--- src/rtl/uart_pkg.sv ---
// rtl/uart_pkg.sv - shared FSM states, parity encodings and baud divisor table for the UART receiver
// Contents: rx_state_e, PAR_* parity_mode codes, baud_rate()/baud_div() table indexed by baud_select.
package uart_pkg;

    typedef enum logic [2:0] {
        ST_IDLE   = 3'd0,
        ST_START  = 3'd1,
        ST_DATA   = 3'd2,
        ST_PARITY = 3'd3,
        ST_STOP   = 3'd4
    } rx_state_e;

    // parity_mode 2'b11 also means no parity
    localparam logic [1:0] PAR_NONE = 2'b00;
    localparam logic [1:0] PAR_EVEN = 2'b01;
    localparam logic [1:0] PAR_ODD  = 2'b10;

    localparam int DIV_W = 16;

    function automatic int unsigned baud_rate(input logic [2:0] sel);
        int unsigned rate;
        case (sel)
            3'd0:    rate = 1200;
            3'd1:    rate = 2400;
            3'd2:    rate = 4800;
            3'd3:    rate = 9600;
            3'd4:    rate = 19200;
            3'd5:    rate = 38400;
            3'd6:    rate = 57600;
            default: rate = 115200;
        endcase
        return rate;
    endfunction

    // clk cycles per 16x oversampling tick; never below 1
    function automatic logic [DIV_W-1:0] baud_div(input int unsigned clk_hz, input logic [2:0] sel);
        int unsigned d;
        d = clk_hz / (16 * baud_rate(sel));
        if (d == 0) begin
            d = 1;
        end
        return DIV_W'(d);
    endfunction

endpackage

--- src/rtl/uart_baud_gen.sv ---
// rtl/uart_baud_gen.sv - 16x oversampling tick generator with per-code divisor table
// Ports: clk, rst (sync, active-high), baud_select[2:0] (rate code), tick (1-cycle pulse at 16x baud).
module uart_baud_gen
    import uart_pkg::*;
#(
    parameter int unsigned CLK_HZ = 50000000
)
(
    input  logic       clk,
    input  logic       rst,
    input  logic [2:0] baud_select,
    output logic       tick
);

    // divisors are elaboration-time constants, so no runtime divider is built
    localparam logic [DIV_W-1:0] DIV0 = baud_div(CLK_HZ, 3'd0);
    localparam logic [DIV_W-1:0] DIV1 = baud_div(CLK_HZ, 3'd1);
    localparam logic [DIV_W-1:0] DIV2 = baud_div(CLK_HZ, 3'd2);
    localparam logic [DIV_W-1:0] DIV3 = baud_div(CLK_HZ, 3'd3);
    localparam logic [DIV_W-1:0] DIV4 = baud_div(CLK_HZ, 3'd4);
    localparam logic [DIV_W-1:0] DIV5 = baud_div(CLK_HZ, 3'd5);
    localparam logic [DIV_W-1:0] DIV6 = baud_div(CLK_HZ, 3'd6);
    localparam logic [DIV_W-1:0] DIV7 = baud_div(CLK_HZ, 3'd7);
    localparam logic [DIV_W-1:0] ONE  = 1;

    logic [DIV_W-1:0] div;
    logic [DIV_W-1:0] cnt;
    logic [2:0]       sel_q;

    always_comb begin
        div = DIV7;
        case (sel_q)
            3'd0:    div = DIV0;
            3'd1:    div = DIV1;
            3'd2:    div = DIV2;
            3'd3:    div = DIV3;
            3'd4:    div = DIV4;
            3'd5:    div = DIV5;
            3'd6:    div = DIV6;
            default: div = DIV7;
        endcase
    end

    always_ff @(posedge clk) begin
        if (rst) begin
            cnt   <= '0;
            sel_q <= 3'd0;
            tick  <= 1'b0;
        end else if (baud_select != sel_q) begin
            // restart the period so the new rate starts from a clean phase
            sel_q <= baud_select;
            cnt   <= '0;
            tick  <= 1'b0;
        end else if (cnt >= div - ONE) begin
            cnt  <= '0;
            tick <= 1'b1;
        end else begin
            cnt  <= cnt + ONE;
            tick <= 1'b0;
        end
    end

endmodule

--- src/rtl/uart_rx_param.sv ---
// rtl/uart_rx_param.sv - parameterised UART receiver with parity/framing/overrun flags and ready/valid output
// Ports: clk, rst (sync, active-high), baud_select[2:0], rx_en, rxd (async, idle high), parity_mode[1:0],
//        stop_bits, rx_data[DATA_W-1:0], rx_valid, rx_ready, rx_perror, rx_ferror, rx_overrun (sticky).
// Build option: define UART_RX_MAJORITY_EN for 2-of-3 majority over ticks 6/7/8 (decision at tick 8).
module uart_rx_param
    import uart_pkg::*;
#(
    parameter int          DATA_W = 8,
    parameter int unsigned CLK_HZ = 50000000
)
(
    input  logic              clk,
    input  logic              rst,
    input  logic [2:0]        baud_select,
    input  logic              rx_en,
    input  logic              rxd,
    input  logic [1:0]        parity_mode,
    input  logic              stop_bits,
    output logic [DATA_W-1:0] rx_data,
    output logic              rx_valid,
    input  logic              rx_ready,
    output logic              rx_perror,
    output logic              rx_ferror,
    output logic              rx_overrun
);

`ifdef UART_RX_MAJORITY_EN
    localparam logic [3:0] DECIDE_TICK = 4'd8;
`else
    localparam logic [3:0] DECIDE_TICK = 4'd7;
`endif
    localparam logic [3:0] LAST_BIT = 4'(DATA_W - 1);

    logic              rxd_meta, rxd_sync, rxd_prev;
    rx_state_e         state, state_n;
    logic [3:0]        tick_cnt, tick_cnt_n;
    logic [3:0]        bit_cnt, bit_cnt_n;
    logic [DATA_W-1:0] shreg, shreg_n;
    logic [1:0]        par_q, par_n;
    logic              stop2_q, stop2_n;
    logic [2:0]        baud_q, baud_n;
    logic              perr_q, perr_n;
    logic              ferr_q, ferr_n;
    logic              done_n;
    logic              tick, decide, wrap, fall, bit_val, par_en;
    logic [2:0]        gen_sel;

    // the frame runs at the rate latched at START; IDLE follows the live code
    assign gen_sel = (state == ST_IDLE) ? baud_select : baud_q;

    uart_baud_gen #(.CLK_HZ(CLK_HZ)) u_baud_gen (
        .clk         (clk),
        .rst         (rst),
        .baud_select (gen_sel),
        .tick        (tick)
    );

    always_ff @(posedge clk) begin
        if (rst) begin
            rxd_meta <= 1'b1;
            rxd_sync <= 1'b1;
            rxd_prev <= 1'b1;
        end else begin
            rxd_meta <= rxd;
            rxd_sync <= rxd_meta;
            rxd_prev <= rxd_sync;
        end
    end

    assign fall   = rxd_prev & ~rxd_sync;
    assign decide = tick && (tick_cnt == DECIDE_TICK);
    assign wrap   = tick && (tick_cnt == 4'd15);
    assign par_en = (par_q == PAR_EVEN) || (par_q == PAR_ODD);

`ifdef UART_RX_MAJORITY_EN
    logic s6_q, s7_q;

    always_ff @(posedge clk) begin
        if (rst) begin
            s6_q <= 1'b1;
            s7_q <= 1'b1;
        end else if (tick) begin
            if (tick_cnt == 4'd6) s6_q <= rxd_sync;
            if (tick_cnt == 4'd7) s7_q <= rxd_sync;
        end
    end

    // tick-8 sample is the live synchronized value in the decision cycle
    assign bit_val = (s6_q & s7_q) | (s6_q & rxd_sync) | (s7_q & rxd_sync);
`else
    assign bit_val = rxd_sync;
`endif

    always_ff @(posedge clk) begin
        if (rst) begin
            state    <= ST_IDLE;
            tick_cnt <= 4'd0;
            bit_cnt  <= 4'd0;
            shreg    <= '0;
            par_q    <= PAR_NONE;
            stop2_q  <= 1'b0;
            baud_q   <= 3'd0;
            perr_q   <= 1'b0;
            ferr_q   <= 1'b0;
        end else begin
            state    <= state_n;
            tick_cnt <= tick_cnt_n;
            bit_cnt  <= bit_cnt_n;
            shreg    <= shreg_n;
            par_q    <= par_n;
            stop2_q  <= stop2_n;
            baud_q   <= baud_n;
            perr_q   <= perr_n;
            ferr_q   <= ferr_n;
        end
    end

    always_comb begin
        state_n    = state;
        tick_cnt_n = tick_cnt;
        bit_cnt_n  = bit_cnt;
        shreg_n    = shreg;
        par_n      = par_q;
        stop2_n    = stop2_q;
        baud_n     = baud_q;
        perr_n     = perr_q;
        ferr_n     = ferr_q;
        done_n     = 1'b0;

        // 4-bit counter wraps 15 -> 0 on its own, marking the bit boundary
        if (state != ST_IDLE && tick) begin
            tick_cnt_n = tick_cnt + 4'd1;
        end

        case (state)
            ST_IDLE: begin
                tick_cnt_n = 4'd0;
                bit_cnt_n  = 4'd0;
                if (rx_en && fall) begin
                    state_n = ST_START;
                    par_n   = parity_mode;
                    stop2_n = stop_bits;
                    baud_n  = baud_select;
                    perr_n  = 1'b0;
                    ferr_n  = 1'b0;
                end
            end
            ST_START: begin
                if (decide && bit_val) begin
                    state_n = ST_IDLE;
                end else if (wrap) begin
                    state_n   = ST_DATA;
                    bit_cnt_n = 4'd0;
                end
            end
            ST_DATA: begin
                if (decide) begin
                    shreg_n = {bit_val, shreg[DATA_W-1:1]};
                end
                if (wrap) begin
                    if (bit_cnt == LAST_BIT) begin
                        bit_cnt_n = 4'd0;
                        state_n   = par_en ? ST_PARITY : ST_STOP;
                    end else begin
                        bit_cnt_n = bit_cnt + 4'd1;
                    end
                end
            end
            ST_PARITY: begin
                if (decide) begin
                    perr_n = bit_val ^ (^shreg) ^ (par_q == PAR_ODD);
                end
                if (wrap) begin
                    state_n = ST_STOP;
                end
            end
            ST_STOP: begin
                if (decide) begin
                    ferr_n = ferr_q | ~bit_val;
                    // leave mid-bit so a start edge right after the stop bit is caught
                    if (!stop2_q || bit_cnt == 4'd1) begin
                        state_n = ST_IDLE;
                        done_n  = 1'b1;
                    end
                end
                if (wrap) begin
                    bit_cnt_n = 4'd1;
                end
            end
            default: begin
                state_n = ST_IDLE;
            end
        endcase

        if (state != ST_IDLE && !rx_en) begin
            state_n = ST_IDLE;
            done_n  = 1'b0;
        end
    end

    // output holding register: loads on the cycle after the final stop sample
    always_ff @(posedge clk) begin
        if (rst) begin
            rx_data    <= '0;
            rx_valid   <= 1'b0;
            rx_perror  <= 1'b0;
            rx_ferror  <= 1'b0;
            rx_overrun <= 1'b0;
        end else begin
            if (rx_valid && rx_ready) begin
                rx_valid   <= 1'b0;
                rx_overrun <= 1'b0;
            end
            if (done_n) begin
                if (!rx_valid || rx_ready) begin
                    rx_data   <= shreg;
                    rx_perror <= perr_q;
                    rx_ferror <= ferr_n;
                    rx_valid  <= 1'b1;
                end else begin
                    rx_overrun <= 1'b1;
                end
            end
        end
    end

endmodule

--- config.mk ---
export PLATFORM = sky130hd
export DESIGN_NAME = uart_rx_param
export DESIGN_NICKNAME = d
export VERILOG_FILES = /design/src/rtl/uart_pkg.sv /design/src/rtl/uart_baud_gen.sv /design/src/rtl/uart_rx_param.sv
export SDC_FILE = /design/constraint.sdc
export NUM_CORES = 1
export LEC_CHECK = 0
export BUFFER_PORTS_ARGS = -buffer_cell sky130_fd_sc_hd__buf_2
export CAP_MARGIN = 10
export CORE_MARGIN = 2
export CORE_UTILIZATION = 46
export DETAILED_ROUTE_END_ITERATION = 10
export PLACE_DENSITY_LB_ADDON = 0.15
export REMOVE_ABC_BUFFERS = 1
export SETUP_SLACK_MARGIN = 0.05
export SLEW_MARGIN = 25
export SYNTH_ARGS = -nofsm -noshare
export SYNTH_HDL_FRONTEND = slang
export SYNTH_SLANG_ARGS = --single-unit
export TNS_END_PERCENT = 30
--- constraint.sdc ---
create_clock -name clk -period 6.95 [get_ports clk]
set_input_delay 1.0425 -clock clk [delete_from_list [all_inputs] [get_ports clk]]
set_output_delay 1.0425 -clock clk [all_outputs]
set_load 0.01 [all_outputs]
# ---- Yosys cells after proc, flatten, opt, wreduce, memory -nomap -nowiden
# Cells that the tools add are included.
dict set report word_totals {
  wordCells 122
  in_bits 11
  regBits 62
}
dict set report op_classes {
  mux 35
  n_addsub 4
  n_eq_ne 28
  n_lt_le_gt_ge 1
  n_reduce_logical 29
  n_bitwise 5
}
# operator count
set ops {}
lappend ops {{12-bit one-hot mux with 7 select lines} 1}
lappend ops {{3-bit two-way mux} 10}
lappend ops {{4-bit two-way mux} 5}
lappend ops {{2-bit != test (second input constant)} 9}
lappend ops {{16-bit by 1-bit adder with 16-bit output (second input constant)} 1}
lappend ops {{16-bit >= comparator} 1}
lappend ops {{4-bit one-hot mux with 4 select lines} 1}
lappend ops {{1-bit two-way mux} 15}
lappend ops {{3-bit one-hot mux with 5 select lines} 1}
lappend ops {{12-bit by 1-bit subtractor with 13-bit output (second input constant)} 1}
lappend ops {{3-bit by 2-bit == test with 1-bit output (second input constant)} 4}
lappend ops {{3-bit == test (second input constant)} 4}
lappend ops {{4-bit by 1-bit adder with 4-bit output (second input constant)} 2}
lappend ops {{4-bit by 3-bit == test with 1-bit output (second input constant)} 2}
lappend ops {{8-bit XOR reduction} 1}
lappend ops {{1-bit logical AND} 7}
lappend ops {{7-bit AND reduction} 1}
lappend ops {{3-bit by 1-bit == test with 1-bit output (second input constant)} 2}
lappend ops {{3-bit logical NOT} 2}
lappend ops {{2-bit AND reduction} 3}
lappend ops {{2-bit OR reduction} 3}
lappend ops {{5-bit AND reduction} 1}
lappend ops {{4-bit by 1-bit == test with 1-bit output (second input constant)} 1}
lappend ops {{4-bit == test (second input constant)} 1}
lappend ops {{other kinds (17)} 23}

# ---- Logic depth before layout (Yosys ltp)
dict set report logic_depth {
  depth_word 7
  ltp_mapped 14
}

# ---- Cells and area by module
# Synthesis repeated with hierarchy kept, for this count alone.
dict set report unflattened {
  hier_cells 349
  hier_area_um2 3203.1
}
# module cells_per_inst area_each_um2 n_inst
set by_module_without_submodules {}
lappend by_module_without_submodules {uart_rx_param 223 2028.2 1}
lappend by_module_without_submodules {uart_baud_gen 126 1174.9 1}

# ---- Least setup slack after synthesis
# OpenSTA, ideal clock, no wires.
dict set report synth_timing {
  path_type {reg-to-reg}
  startpoint {register u_baud_gen.sel_q[0]}
  endpoint {register u_baud_gen.cnt[5]}
  setup_slack_ps 4086
  path_buffers 2
  period_less_slack_ps 2864
  setup_time_ps 125
  stages_incl_launch_ff 15
  t_arrival_ps 2740
  cell_sequence {dfxtp_1 -> clkbuf_1 -> nor2b_1 -> or2_2 -> o21ai_0 -> ha_1 -> xnor2_1 -> xnor2_1 -> ha_1 -> a211o_1 -> a31oi_1 -> o311a_1 -> o21ai_1 -> buf_2 -> nor3_1}
}
dict set report synth_via {
  elab_chain_cells 5
  elab_cells_between_ends 12
  classes_between {1 x add/sub; 1 x order compare; 7 x eq/ne; 1 x mux; 2 x reduce/logical}
}
# item line
set synth_rtl {}
lappend synth_rtl {{start: declaration} uart_baud_gen.sv:28} ;# logic [2:0] sel_q;
lappend synth_rtl {{start signal: assignment} uart_baud_gen.sv:51} ;# sel_q <= baud_select;
lappend synth_rtl {{3-bit == test (tied with other cells)} uart_baud_gen.sv:32} ;# case (sel_q)
lappend synth_rtl {{12-bit one-hot mux with 7 select lines} uart_baud_gen.sv:32}
lappend synth_rtl {{12-bit by 1-bit subtractor with 13-bit output} uart_baud_gen.sv:54} ;# end else if (cnt >= div - ONE) begin
lappend synth_rtl {{16-bit >= comparator} uart_baud_gen.sv:54}
lappend synth_rtl {{3-bit OR reduction (no line) (*)} --}
lappend synth_rtl {{end signal: assignment} uart_baud_gen.sv:58} ;# cnt <= cnt + ONE;
lappend synth_rtl {{end: declaration} uart_baud_gen.sv:27} ;# logic [DIV_W-1:0] cnt;
# Mark *: on every way between the ends. The rest lies on a longest branch, timed or not.
# A chain may end at the register's enable or synchronous reset.

# ---- Final worst setup path
dict set report layout_timing {
  startpoint {register u_baud_gen.sel_q[1]}
  endpoint {register u_baud_gen.tick}
}
dict set report layout_via {
  elab_chain_cells 5
  elab_cells_between_ends 13
  classes_between {1 x add/sub; 1 x order compare; 7 x eq/ne; 2 x mux; 2 x reduce/logical}
}
# item line
set layout_rtl {}
lappend layout_rtl {{3-bit == test (tied with other cells)} uart_baud_gen.sv:32}
lappend layout_rtl {{12-bit one-hot mux with 7 select lines} uart_baud_gen.sv:32}
lappend layout_rtl {{12-bit by 1-bit subtractor with 13-bit output} uart_baud_gen.sv:54}
lappend layout_rtl {{16-bit >= comparator} uart_baud_gen.sv:54}
lappend layout_rtl {{1-bit two-way mux} uart_baud_gen.sv:54}
lappend layout_rtl {{end signal: assignment} uart_baud_gen.sv:53} ;# tick <= 1'b0;
lappend layout_rtl {{end signal: assignment} uart_baud_gen.sv:56} ;# tick <= 1'b1;
lappend layout_rtl {{end signal: assignment} uart_baud_gen.sv:59} ;# tick <= 1'b0;
lappend layout_rtl {{end: declaration} uart_baud_gen.sv:12} ;# output logic tick
# Several ways; a longest one is shown, not always the timed one.

==> results.cfg <==
[run_status]
status = complete, no violations

[clocking]
worst_skew_pair.late_latency_ns = 0.36
htree_levels = 3
cts_sinks = 62
cts.clk_slew.worst_paths_ns = 0.08
cts_tree = done
cts_resized = 0
cts_inserted_buffers = 9
postCtsHoldBufs = 0
cts_buffer_depth = 2
cts_root_buf = clkbuf_8
post_cts_buffers = 0

[pwr]
peakVddDrop_uv = 127
leakagePower_uw = 0.00138
total_power_uw = 740
p_per_area_nw_per_um2 = 211

[hold_path]
whs_path_depth = 1
hold_path.class = register to register
min_to = bit_val
hp-start = rxd_meta

[sta]
period_share_pct = 43.3
setup-violations-final = 0
min_period_ns = 3.01
tightest_slew_ns = 0.913
tns_ns = 0
hold_slack_ns = 0.417
fmax_mhz = 333
finalMaxSlewViolations = 0
hold_violations = 0
fin_ws_ns = 3.94
slew_headroom_pct = 39.1
skew_ns = 0.0138
rsz0062_at_grt = no

[die]
die_h_um = 87.3
rows = 30
start_util_pct = 47.3
die_area_um2 = 7630
coreArea_um2 = 6760
die_w_um = 87.3
ioPinCount = 23

[route]
ant_nets = 0
routed_wl_um = 6160
dr.pass1.iters = 4
initialDrtViolationCount = 85
viasPerCell = 5.34
vias = 2385
drc = 0
wl_per_cell_um = 13.8

[place]
place_ws_ns = 3.94
gp_congestion = 0.761
port_buffers = 22
dpl.hpwl_um = 4410

[flow_run]
maxCapViolations = 0

[global_route]
overflow = 0
grt_first_pass_wirelength_um = 9980
grt_max_degree = 42
grt_pass1_vias = 2150
track_usage_pct = 16.9
antenna_found_initial = 0

[yosys]
postSynth.asyncResetShare_pct = 0
yosys_warnings = 0
synth_edf_count = 0
synthCells = 342
ys_seq_elements = 62
syn-cell-area_um2 = 3200
yosysUniqueCellTypes = 54
synthFlopType = dfxtp_1
avgSynthCellArea_um2 = 9.34
synth_seq_area_share_pct = 38.8

[worst_setup_path]
crit_required_ns = 7.16
critPathKind = register to register
r2r_slack_ns = 3.94
cp-start-kind = register
rr_startpoint = u_baud_gen.sel_q[1]
r2r-end = u_baud_gen.tick
r2r_cells = 13
critPathArrivalTime_ns = 3.21
path_max_fanout = 14
endpoint_kind = register

[finish]
layout-drive-gt1-share_pct = 17.2
final_common_cell = dfxtp_1
finish.utilization_pct = 51.9
n_fill_cell = 657
diodes = 0
areaGrowthSynthToFinish_pct = 9.83
num-nets-final = 391
layout.cells.most_common_list = dfxtp_1, nor2_1, mux2i_1
## report_power, final
part	leakage, uW	internal (uW)	switching [uW]	total [uW]
registers	0.000502	359	5.67	365
clock network	0.000102	170	159	329
logic	0.000777	19.8	26.6	46.4
total	0.00138	549	191	740
## flip-flops by register name, indices dropped and copies added, names as in the netlist, 2 cells and up
signal / cells
u_baud_gen.cnt: 16
state: 3
baud_q: 3
rx_data: 8
tick_cnt: 4
shreg: 8
par_q: 2
bit_cnt: 4
u_baud_gen.sel_q: 3
## cell families (layout without fill, tap and decap cells)
| family | count (synthesis) | in the layout | share of synthesized area, % |
|---|---|---|---|
| buffers and inverters | 25 | 48 | 4.66 |
| other | 1 | 3 | 0.117 |
| xor gates and xnor gates | 28 | 28 | 8.10 |
| DFF | 62 | 62 | 38.8 |
| adders and majority gates | 18 | 18 | 7.05 |
| AOI/OAI and AO/OA | 52 | 52 | 10.6 |
| muxes | 25 | 25 | 7.87 |
| and+or+nand+nor | 131 | 131 | 22.7 |
## cells in the mapped netlist (all sizes together), types with 2 or more instances
library cell	n	area, um2
nor2b	4	25.0
or4	2	15.0
nand3	11	55.1
a211oi	2	15.0
buf	13	104
nand3b	2	15.0
o21ai	15	75.1
clkbuf	3	11.3
inv	9	33.8
nand4	6	37.5
a31oi	2	12.5
nand2	18	67.6
xor2	11	96.3
a21oi	17	85.1
xnor2	16	140
ha	18	225
dfxtp	62	1240
and3	4	25.0
and2b	3	22.5
a21o	5	37.5
mux2i	24	240
nand2b	5	38.8
nor2	39	149
and4	2	17.5
o311a	2	31.3
or2	6	37.5
nor3	19	140
or3	3	18.8
## routing by layer
metal / GRT usage, % / vias up / share of wire, %
li1: - / 1231 / -
met1: 20.2 / 1102 / 46
met2: 27.3 / 37 / 48
met3: 4.93 / 15 / 3.4
met4: 8.95 / 0 / 2.5
met5: 0 / - / 0
## through the flow
stage	std cells	instance area, um2
floorplan	328	3090
global placement	431	3310
detailed placement	431	3310
CTS	447	3510
global route	447	3510
finish	447	3510
## layout make-up
class	instances	area [um2]	area share [%]
Tap cell	80	100	2.85
Timing Repair Buffer	23	118	3.35
Inverter	9	33.8	0.963
Sequential cell	62	1240	35.4
Clock inverter	7	80.1	2.28
Clock buffer	9	124	3.53
Multi-Input combinational cell	257	1810	51.7
## worst max-delay path, cell delays in order, from the launching register on
cell	delay [ns]
dfxtp_1	0.55
nor2b_1	0.12
or2_2	0.30
o21ai_0	0.16
ha_1	0.19
xnor2_1	0.13
xnor2_1	0.14
ha_1	0.26
a211o_1	0.25
a31oi_1	0.16
o311a_1	0.18
o21ai_1	0.07
buf_4	0.21
nor2b_1	0.14
## worst max path at each step
stage / from / endpoint / slack (ns) / cells past startpoint
after CTS: u_baud_gen.sel_q[1] / u_baud_gen.tick / 3.94 / 13
final: u_baud_gen.sel_q[1] / u_baud_gen.tick / 3.94 / 13
after detailed placement: u_baud_gen.sel_q[1] / u_baud_gen.tick / 3.94 / 13
after global placement: rst / u_baud_gen.cnt[5] / 4.03 / 5
after floorplan: u_baud_gen.sel_q[1] / u_baud_gen.tick / 3.80 / 12
after global routing: u_baud_gen.sel_q[1] / u_baud_gen.cnt[4] / 3.72 / 13
Power figures use the tool's default switching activity.
